**config.mk**
```make
export PLATFORM = sky130hd
export DESIGN_NAME = hazard_sequencer_flat
export DESIGN_NICKNAME = d
export VERILOG_FILES = /design/src/rtl/hazard_sequencer_if.sv /design/src/rtl/hazard_sequencer.sv /design/src/flat_wrapper.sv
export SDC_FILE = /design/constraint.sdc
export NUM_CORES = 1
export LEC_CHECK = 0
export ABC_CLOCK_PERIOD_IN_PS = 3390
export CAP_MARGIN = 30
export CORE_MARGIN = 3
export CORE_UTILIZATION = 37
export DETAILED_ROUTE_END_ITERATION = 10
export HOLD_SLACK_MARGIN = 0.06
export PLACE_DENSITY_LB_ADDON = 0.08
export SLEW_MARGIN = 30
export SYNTH_ARGS = -nofsm -noshare
export SYNTH_HDL_FRONTEND = slang
export SYNTH_SLANG_ARGS = --single-unit
```
**constraint.sdc**
```tcl
create_clock -name clk -period 3.39 [get_ports clk]
set_input_delay 0.339 -clock clk [delete_from_list [all_inputs] [get_ports clk]]
set_output_delay 0.339 -clock clk [all_outputs]
set_load 0.03 [all_outputs]
```
**src/rtl/hazard_sequencer_if.sv**
```systemverilog
// Interface bundling the hazard sequencer's pipeline-facing inputs, the enable/flush
// controls it drives, and its halt and statistics outputs.
interface hazard_sequencer_if;
  logic [5:0]  id_opcode;
  logic [4:0]  id_rs;
  logic [4:0]  id_rt;
  logic        ex_mem_read;
  logic [4:0]  ex_rt;
  logic        mem_branch_taken;
  logic        dmem_req;
  logic        dmem_ready;
  logic        pc_write;
  logic        ifid_write;
  logic        ifid_flush;
  logic        idex_flush;
  logic        exmem_flush;
  logic        pipe_freeze;
  logic        halted;
  logic [15:0] stall_cnt;
  logic [15:0] flush_cnt;

  modport master (
    output id_opcode, id_rs, id_rt, ex_mem_read, ex_rt, mem_branch_taken, dmem_req, dmem_ready,
    input  pc_write, ifid_write, ifid_flush, idex_flush, exmem_flush, pipe_freeze, halted,
           stall_cnt, flush_cnt
  );

  modport slave (
    input  id_opcode, id_rs, id_rt, ex_mem_read, ex_rt, mem_branch_taken, dmem_req, dmem_ready,
    output pc_write, ifid_write, ifid_flush, idex_flush, exmem_flush, pipe_freeze, halted,
           stall_cnt, flush_cnt
  );
endinterface

```
**src/rtl/hazard_sequencer.sv**
```systemverilog
// Load-use stall, branch flush, memory freeze and watchdog halt for the 5-stage MIPS core.
// Define HAZARD_STATS_EN to build the saturating stall/flush statistics counters.
module hazard_sequencer #(
  parameter int unsigned WAIT_LIMIT = 16
) (
  input logic               clk,
  input logic               rst_n,
  hazard_sequencer_if.slave bus
);

  typedef enum logic [1:0] {RUN, MEM_WAIT, HALT} state_t;

  localparam logic [5:0] OP_RTYPE   = 6'b000000;
  localparam logic [5:0] OP_SW      = 6'b101011;
  localparam logic [5:0] OP_BEQ     = 6'b000100;
  localparam logic [7:0] LAST_WAIT  = 8'(WAIT_LIMIT - 1);

  state_t     state;
  state_t     next_state;
  logic [7:0] wait_cnt;
  logic [7:0] wait_cnt_next;
  logic       halted_q;
  logic       uses_rt;
  logic       load_use;
  logic       mem_busy;
  logic       flush_cycle;
  logic       stall_cycle;

  always_comb begin
    uses_rt = 1'b0;
    case (bus.id_opcode)
      OP_RTYPE, OP_SW, OP_BEQ: uses_rt = 1'b1;
      default:                 uses_rt = 1'b0;
    endcase
  end

  assign load_use = bus.ex_mem_read && (bus.ex_rt != 5'd0) &&
                    ((bus.ex_rt == bus.id_rs) || (uses_rt && (bus.ex_rt == bus.id_rt)));
  assign mem_busy = bus.dmem_req && !bus.dmem_ready;

  // A flush outranks a coincident load-use because the stalled ID instruction is on the wrong path.
  assign flush_cycle = (state != HALT) && !mem_busy && bus.mem_branch_taken;
  assign stall_cycle = (state != HALT) && !mem_busy && !bus.mem_branch_taken && load_use;

  always_ff @(posedge clk) begin
    if (!rst_n) begin
      state    <= RUN;
      wait_cnt <= 8'd0;
      halted_q <= 1'b0;
    end else begin
      state    <= next_state;
      wait_cnt <= wait_cnt_next;
      halted_q <= halted_q || (next_state == HALT);
    end
  end

  always_comb begin
    next_state    = state;
    wait_cnt_next = wait_cnt;
    case (state)
      RUN, MEM_WAIT: begin
        if (mem_busy) begin
          next_state    = (wait_cnt == LAST_WAIT) ? HALT : MEM_WAIT;
          wait_cnt_next = wait_cnt + 8'd1;
        end else begin
          next_state    = RUN;
          wait_cnt_next = 8'd0;
        end
      end
      HALT:    next_state = HALT;
      default: next_state = RUN;
    endcase
  end

  // A release cycle out of MEM_WAIT decodes exactly like RUN, so only HALT and mem_busy freeze.
  always_comb begin
    bus.pc_write    = 1'b1;
    bus.ifid_write  = 1'b1;
    bus.ifid_flush  = 1'b0;
    bus.idex_flush  = 1'b0;
    bus.exmem_flush = 1'b0;
    bus.pipe_freeze = 1'b0;
    if ((state == HALT) || mem_busy) begin
      bus.pc_write    = 1'b0;
      bus.ifid_write  = 1'b0;
      bus.pipe_freeze = 1'b1;
    end else if (flush_cycle) begin
      bus.ifid_flush  = 1'b1;
      bus.idex_flush  = 1'b1;
      bus.exmem_flush = 1'b1;
    end else if (stall_cycle) begin
      bus.pc_write    = 1'b0;
      bus.ifid_write  = 1'b0;
      bus.idex_flush  = 1'b1;
    end
  end

  assign bus.halted = halted_q;

`ifdef HAZARD_STATS_EN
  logic [15:0] stall_q;
  logic [15:0] flush_q;

  always_ff @(posedge clk) begin
    if (!rst_n) begin
      stall_q <= 16'd0;
      flush_q <= 16'd0;
    end else begin
      if (stall_cycle && (stall_q != 16'hFFFF)) stall_q <= stall_q + 16'd1;
      if (flush_cycle && (flush_q != 16'hFFFF)) flush_q <= flush_q + 16'd1;
    end
  end

  assign bus.stall_cnt = stall_q;
  assign bus.flush_cnt = flush_q;
`else
  assign bus.stall_cnt = 16'd0;
  assign bus.flush_cnt = 16'd0;
`endif

endmodule

```
**src/flat_wrapper.sv**
```systemverilog
// flat-port wrapper written by rule: the top's interface ports become plain ports
module hazard_sequencer_flat 
#(
  parameter int unsigned WAIT_LIMIT = 16
)
  (clk, rst_n, bus_id_opcode, bus_id_rs, bus_id_rt, bus_ex_mem_read, bus_ex_rt, bus_mem_branch_taken, bus_dmem_req, bus_dmem_ready, bus_pc_write, bus_ifid_write, bus_ifid_flush, bus_idex_flush, bus_exmem_flush, bus_pipe_freeze, bus_halted, bus_stall_cnt, bus_flush_cnt);
  hazard_sequencer_if bus_i ();
  input logic clk;
  input logic rst_n;
  input wire logic [$bits(bus_i.id_opcode)-1:0] bus_id_opcode;
  input wire logic [$bits(bus_i.id_rs)-1:0] bus_id_rs;
  input wire logic [$bits(bus_i.id_rt)-1:0] bus_id_rt;
  input wire logic [$bits(bus_i.ex_mem_read)-1:0] bus_ex_mem_read;
  input wire logic [$bits(bus_i.ex_rt)-1:0] bus_ex_rt;
  input wire logic [$bits(bus_i.mem_branch_taken)-1:0] bus_mem_branch_taken;
  input wire logic [$bits(bus_i.dmem_req)-1:0] bus_dmem_req;
  input wire logic [$bits(bus_i.dmem_ready)-1:0] bus_dmem_ready;
  output wire logic [$bits(bus_i.pc_write)-1:0] bus_pc_write;
  output wire logic [$bits(bus_i.ifid_write)-1:0] bus_ifid_write;
  output wire logic [$bits(bus_i.ifid_flush)-1:0] bus_ifid_flush;
  output wire logic [$bits(bus_i.idex_flush)-1:0] bus_idex_flush;
  output wire logic [$bits(bus_i.exmem_flush)-1:0] bus_exmem_flush;
  output wire logic [$bits(bus_i.pipe_freeze)-1:0] bus_pipe_freeze;
  output wire logic [$bits(bus_i.halted)-1:0] bus_halted;
  output wire logic [$bits(bus_i.stall_cnt)-1:0] bus_stall_cnt;
  output wire logic [$bits(bus_i.flush_cnt)-1:0] bus_flush_cnt;
  assign bus_i.id_opcode = bus_id_opcode;
  assign bus_i.id_rs = bus_id_rs;
  assign bus_i.id_rt = bus_id_rt;
  assign bus_i.ex_mem_read = bus_ex_mem_read;
  assign bus_i.ex_rt = bus_ex_rt;
  assign bus_i.mem_branch_taken = bus_mem_branch_taken;
  assign bus_i.dmem_req = bus_dmem_req;
  assign bus_i.dmem_ready = bus_dmem_ready;
  assign bus_pc_write = bus_i.pc_write;
  assign bus_ifid_write = bus_i.ifid_write;
  assign bus_ifid_flush = bus_i.ifid_flush;
  assign bus_idex_flush = bus_i.idex_flush;
  assign bus_exmem_flush = bus_i.exmem_flush;
  assign bus_pipe_freeze = bus_i.pipe_freeze;
  assign bus_halted = bus_i.halted;
  assign bus_stall_cnt = bus_i.stall_cnt;
  assign bus_flush_cnt = bus_i.flush_cnt;
  hazard_sequencer #(.WAIT_LIMIT(WAIT_LIMIT)) u_core (.clk(clk), .rst_n(rst_n), .bus(bus_i));
endmodule
```
==> summary.txt, run 1 <==
CTS
  – CTS tree: built
  – Clk buf depth: 2
  – CTS sink cnt: 11
  – Clock latency on the worst-skew pair: 0.28 ns
  – CTS Buf Count: 3
  – Post-CTS sizing: 0
  – CTS root buffer: clkbuf_4
  – H-tree levels: 1
  – Setup bufs post-CTS: 0
  – CTS clock-pin slew for the worst setup and hold paths: 0.07 ns
  – Cts hold-fix bufs: 0

Timing
  – Final period util: 82.3%
  – Pins Over Slew Limit: 0
  – # setup viols final: 0
  – Hold Vio Cnt, Final: 0
  – Fmax: 358 MHz
  – Setup TNS: 0 ns
  – RSZ-0062 raised after global routing: no
  – Tmin final: 2.79 ns
  – Clock Skew: 0.00686 ns

Global route
  – Total GRT Usage: 11.1%
  – First-pass GRT wire length: 2730 um
  – Number of global-route vias before repair: 653
  – GR peak layer: met2
  – Met2 Usage GRT: 19.5%
  – Met3 usage in global routing: 4.64%
  – Initial antenna violation count: 0
  – Largest net degree at the start of global routing: 14
  – GR Layer Usage met1: 11.7%
  – Grt total ovfl: 0

Run status
  – Status: finished, final reports clean

Critical path
  – Crit path arrival time: 2.45 ns
  – Worst EP required: 3.05 ns
  – CP endpoint kind: output pin
  – Worst Path Max Fanout: 3
  – WS Path Type: in -> out
  – R2r worst-path depth: 5
  – Startpoint Class: input port

Yosys
  – Mapped cell area: 930 sq um
  – Yosys synthesis warning count: 0
  – EDFF count, synth: 0
  – Asr flop ratio synth: 0%
  – Sequential share of the synthesized area: 23.7%
  – Flip-flop and latch count after synthesis: 11
  – Synth top area share: 27.5%
  – Mapped Cells: 114
  – Ys flop type: dfxtp_1
  – Top-count cell post-synth: buf_4
  – Syn_area_per_cell: 8.15 sq um
  – Post-synth top cells: buf_4, dfxtp_1, xor2_1
  – Dominant cell type by area after synthesis: buf_4
  – Yosys cell types: 31
  – Top area cells in the synthesized netlist: buf_4, dfxtp_1, xor2_1, xnor2_1, nor2_1

Floorplan
  – Num rows: 17
  – I/O pin cnt: 66
  – Die footprint: 0.00315 sq mm
  – Initial core utilization: 40.5%
  – Die Wd: 56.1 um
  – Core ar.: 0.00230 sq mm
  – Die Ht: 56.1 um

Drt
  – 1st-iter DRT viols: 2
  – DR vias: 753
  – Via density: 4.30
  – WL/cell: 9.88 um
  – Final ANT Viol Nets: 0
  – DR pass1 iterations: 4
  – Drt drc: 0
  – Routed WL: 1730 um

Placed design
  – Gp weighted congestion: 0.714
  – Detailed Place HPWL: 1550 um
  – IO Port Bufs: 33

Final layout
  – Final #Nets: 176
  – Finished Core Util: 51.4%
  – Share of cells above drive strength 1: 4.76%
  – Antenna Diode Count: 0
  – Area Growth Syn to Fin: 26.9%
  – Fillers: 227

Flow run
  – Max Cap Violations: 0

Worst hold path
  – Hold path depth: 1
  – Worst Hold Class: reg -> reg

Power and ir drop
  – Leak: 0.000501 uW
  – Max IR drop VDD: 0.193 mV
  – Power Dens Cells: 292 mW/mm^2
==> metal layers <==
metal | wire length (um) | vias up
li1 | - | 380
met4 | 26 | 0
met1 | 668 | 323
met5 | 0 | -
met3 | 201 | 4
met2 | 832 | 46
==> registers in the layout (all words and copies together), names as in the netlist <==
register	count
u_core.state	2
u_core.bus.halted	1
u_core.wait_cnt	8
==> metrics by stage <==
step | hold slack (ns) | power [uW] | instance area [sq um] | worst slack [ns] | std cells
floorplan | 0.456 | 242 | 1050 | 1.22 | 145
global placement | 0.462 | 257 | 1150 | 0.613 | 171
detailed placement | 0.457 | 258 | 1150 | 0.574 | 171
CTS | 0.479 | 351 | 1180 | 0.566 | 175
global route | 0.518 | 365 | 1180 | 0.480 | 175
finish | 0.473 | 345 | 1180 | 0.600 | 175
==> report_power, final <==
group	leakage, uW	switching [uW]	internal (uW)
clock network	0.0000177	46.3	43.8
registers	0.0000889	0.623	130
logic	0.000394	78.5	45.3
total	0.000501	125	219
==> critical path, cell delays in order <==
cell             delay (ns)
clkdlybuf4s50_1        0.47
or4_1                  0.55
o21ai_1                0.17
a21oi_2                0.05
o21bai_1               0.17
clkdlybuf4s50_1        0.70
==> cell type report <==
type                            count  area, sq um  area share (%)
Tap cell                           28         35.0            2.97
Sequential cell                    11          220            18.7
Clock buffer                        3         22.5            1.91
Timing Repair Buffer               33          330            28.0
Clock inverter                      1         5.00           0.424
Multi-Input combinational cell     99          567            48.0
==> cells by family after synthesis <==
kind of cell,Yosys count,synth area share [%]
AOI/OAI and AO/OA,13,9.02
xor gates and xnor gates,15,14.1
other,1,0.403
DFF,11,23.7
and+or+nand+nor,38,23.6
buffers and inverters,35,27.9
adders and majority gates,1,1.35
==> layout by cell type (no fill, tap or decap), types with 2 or more instances in the layout <==
master	instances
xnor2_1	4
nand3_1	4
xor2_1	11
clkbuf_4	3
nand2_1	5
clkdlybuf4s50_1	33
nand2b_1	2
dfxtp_1	11
o21ai_1	3
and2_1	2
nor2_1	9
nor2b_1	4
o21ai_0	3
and3_1	3
or4_1	2
conb_1	32
==> worst paths after layout <==
| check | startpoint | to | slack (ns) |
|---|---|---|---|
| hold / removal | u_core.bus.halted$_SDFF_PN0_ | u_core.bus.halted$_SDFF_PN0_ | 0.47 |
| setup / recovery | bus_ex_rt[1] | bus_pc_write | 0.60 |
| setup reg to reg | u_core.wait_cnt[0]$_SDFFE_PN0N_ | u_core.state[1]$_SDFF_PN0_ | 2.02 |
| hold reg to reg | u_core.bus.halted$_SDFF_PN0_ | u_core.bus.halted$_SDFF_PN0_ | 0.47 |
No activity file was read; power rests on OpenSTA's default activity.
==> run 2, diff against run 1 <==
--- a/config.mk
+++ b/config.mk
@@ -5,10 +5,10 @@
 export SDC_FILE = /design/constraint.sdc
 export NUM_CORES = 1
 export LEC_CHECK = 0
-export ABC_CLOCK_PERIOD_IN_PS = 3390
+export ABC_CLOCK_PERIOD_IN_PS = 2800
 export CAP_MARGIN = 30
 export CORE_MARGIN = 3
-export CORE_UTILIZATION = 37
+export CORE_UTILIZATION = 35
 export DETAILED_ROUTE_END_ITERATION = 10
 export HOLD_SLACK_MARGIN = 0.06
 export PLACE_DENSITY_LB_ADDON = 0.08
==> constraint.sdc (replaced) <==
create_clock -name clk -period 2.8 [get_ports clk]
set_input_delay 0.28 -clock clk [delete_from_list [all_inputs] [get_ports clk]]
set_output_delay 0.28 -clock clk [all_outputs]
set_load 0.03 [all_outputs]
==> summary.txt, run 2 (synthesis results as in run 1) <==
Drt
  – DR pass1 iterations: 2
  – WL/cell: 10.5 um
  – Via density: 4.15
  – Drt drc: 0
  – Routed WL: 1870 um
  – Final ANT Viol Nets: 0
  – 1st-iter DRT viols: 15
  – DR vias: 735

Critical path
  – Critical R2R Launch: u_core.wait_cnt[0]$_SDFFE_PN0N_
  – R2R setup slack: 1.47 ns
  – Max incr delay on CP: 0.71 ns
  – WS Path Type: in -> out
  – Most common cell on crit path: clkdlybuf4s50_1
  – Crit path arrival time: 2.38 ns
  – Critical path, cell by cell: clkdlybuf4s50_1 > or4_1 > o21ai_1 > a21oi_2 > o21bai_1 > clkdlybuf4s50_1
  – RR Endpoint: u_core.state[1]$_SDFF_PN0_
  – Startpoint Class: input port
  – CP max stage cell: clkdlybuf4s50_1
  – Top cell family by delay on the critical path: buffers and inverters
  – CP endpoint kind: output pin
  – R2r worst-path depth: 5
  – Worst path bufs/invs: 2
  – Worst EP required: 2.52 ns
  – Worst Path Max Fanout: 3

Final layout
  – Most common cell after layout, fill and taps aside: clkdlybuf4s50_1
  – Storage element area: 220 sq um
  – Share of cells above drive strength 1: 4.08%
  – Fillers: 241
  – Non-Filler Cell Area, Final: 0.00118 sq mm
  – Cell Count, Final, Fillers Out: 177
  – Reg with most FFs: u_core.wait_cnt
  – Multi-input gate area: 567 sq um
  – Final #Nets: 176
  – Area Growth Syn to Fin: 27.1%
  – Max reg flops: 8
  – Antenna Diode Count: 0
  – Commonest cells after routing, fill and taps aside: clkdlybuf4s50_1, conb_1, xor2_1, dfxtp_1, nor2_1

Placed design
  – Post-Place Setup Slack: 0.127 ns
  – Gp weighted congestion: 0.708
  – IO Port Bufs: 33
  – Placed cells: 173
  – Detailed Place HPWL: 1600 um
  – Placed cell areas: 0.00115 sq mm

Global route
  – Met3 usage in global routing: 3.39%
  – Largest net degree at the start of global routing: 14
  – Initial antenna violation count: 0
  – GR Layer Usage met1: 14.9%
  – Grt total ovfl: 0
  – First-pass GRT wire length: 3100 um
  – Total GRT Usage: 11.8%
  – Met2 Usage GRT: 20.0%
  – GR peak layer: met2
  – Number of global-route vias before repair: 666

Timing
  – # setup viols final: 0
  – Tmin final: 2.66 ns
  – Worst setup margin: 0.139 ns
  – RSZ-0062 raised after global routing: no
  – Hold Vio Cnt, Final: 0
  – Fmax: 376 MHz
  – Final period util: 95.0%
  – Setup TNS: 0 ns
  – Clock Skew: 0.00253 ns
  – Pins Over Slew Limit: 0

Power and ir drop
  – Leak: 0.000498 uW
  – Combinational power share: 36.4%
  – Clock share of power: 25.5%
  – Max IR drop VDD: 0.312 mV
  – Switch share: 35.7%
  – Pint: 268 uW
  – Sw power: 148 uW
  – Reg power frac: 38.1%
  – Power Dens Cells: 352 mW/mm^2

Worst hold path
  – Worst Hold Class: reg -> reg
  – Worst hold start: u_core.bus.halted$_SDFF_PN0_
  – Hold path depth: 1
  – Hold endpoint: u_core.bus.halted$_SDFF_PN0_

Floorplan
  – Initial core utilization: 37.2%
  – I/O pin cnt: 66
  – Core ar.: 0.00250 sq mm
  – Die Wd: 57.5 um
  – Die footprint: 0.00331 sq mm
  – Die Ht: 57.5 um
  – Num rows: 18

CTS
  – CTS clock-pin slew for the worst setup and hold paths: 0.07 ns
  – Cts hold-fix bufs: 0
  – Clk buf depth: 2
  – Setup bufs post-CTS: 0
  – CTS sink cnt: 11
  – CTS tree: built
  – CTS root buffer: clkbuf_4
  – CTS Buf Count: 3
  – Post-CTS sizing: 0
  – Clock latency on the worst-skew pair: 0.26 ns
  – H-tree levels: 1

Run status
  – Status: finished, final reports clean

Flow run
  – Max Cap Violations: 0
## run 2: cell types whose count changed in the layout (fill, tap and decap cells not counted), sizes merged
| cell | previous run | this run |
|---|---|---|
| clkbuf | 3 | 4 |
| clkinv | 1 | 0 |
## run 2: how the worst max path moves through the flow
stage	start	end	slack, ns	cells after the start
finish	bus_ex_rt[1]	bus_ifid_write	0.14	6
global route	bus_ex_rt[2]	bus_pc_write	0.02	6
CTS	bus_ex_rt[1]	bus_ifid_write	0.12	6
detailed placement	bus_ex_rt[1]	bus_ifid_write	0.13	6
global placement	bus_id_opcode[1]	bus_idex_flush	0.16	7
floorplan	bus_ex_rt[1]	bus_pc_write	0.75	5
## run 2: stage by stage
step / hold WS [ns] / power [uW] / util, %
after floorplan: 0.397 / 293 / -
after global placement: 0.462 / 312 / 46.2
after detailed placement: 0.460 / 313 / 46.2
after CTS: 0.482 / 422 / 47.2
after global routing: 0.501 / 440 / 47.2
final: 0.475 / 416 / 47.2
## run 2: power groups by stage
stage | Combinational (uW) | Sequential (uW) | Clock (uW)
floorplan | 131 | 162 | 0
global placement | 150 | 162 | 0
detailed placement | 151 | 162 | 0
CTS | 151 | 158 | 112
global route | 161 | 159 | 120
finish | 151 | 158 | 106
## run 2: per-layer routing
metal / routed length, um / share of wire (%)
met4: 0 / 0
met1: 782 / 42
met3: 156 / 8.4
met2: 928 / 50
met5: 0 / 0
## run 2: worst register-to-register path, delay by kind of cell, from the launching register on
| kind | cells | cell delay, ns |
|---|---|---|
| simple gates | 3 | 0.45 |
| flops | 1 | 0.37 |
| compound gates | 1 | 0.27 |
| fa+ha+maj | 1 | 0.18 |
## run 2: layout make-up
type                       instances  area share [%]
multi-input combinational         99            48.0
clock buffer                       4            2.22
timing repair buffer              33            28.0
tap                               30            3.18
sequential                        11            18.6
==> run 3, diff against run 2 <==
--- a/config.mk
+++ b/config.mk
@@ -12,6 +12,7 @@
 export DETAILED_ROUTE_END_ITERATION = 10
 export HOLD_SLACK_MARGIN = 0.06
 export PLACE_DENSITY_LB_ADDON = 0.08
+export SKIP_CTS_REPAIR_TIMING = 1
 export SLEW_MARGIN = 30
 export SYNTH_ARGS = -nofsm -noshare
 export SYNTH_HDL_FRONTEND = slang
==> results of run 3 <==
The final DEF is identical to that of run 2; final timing and power are the same.
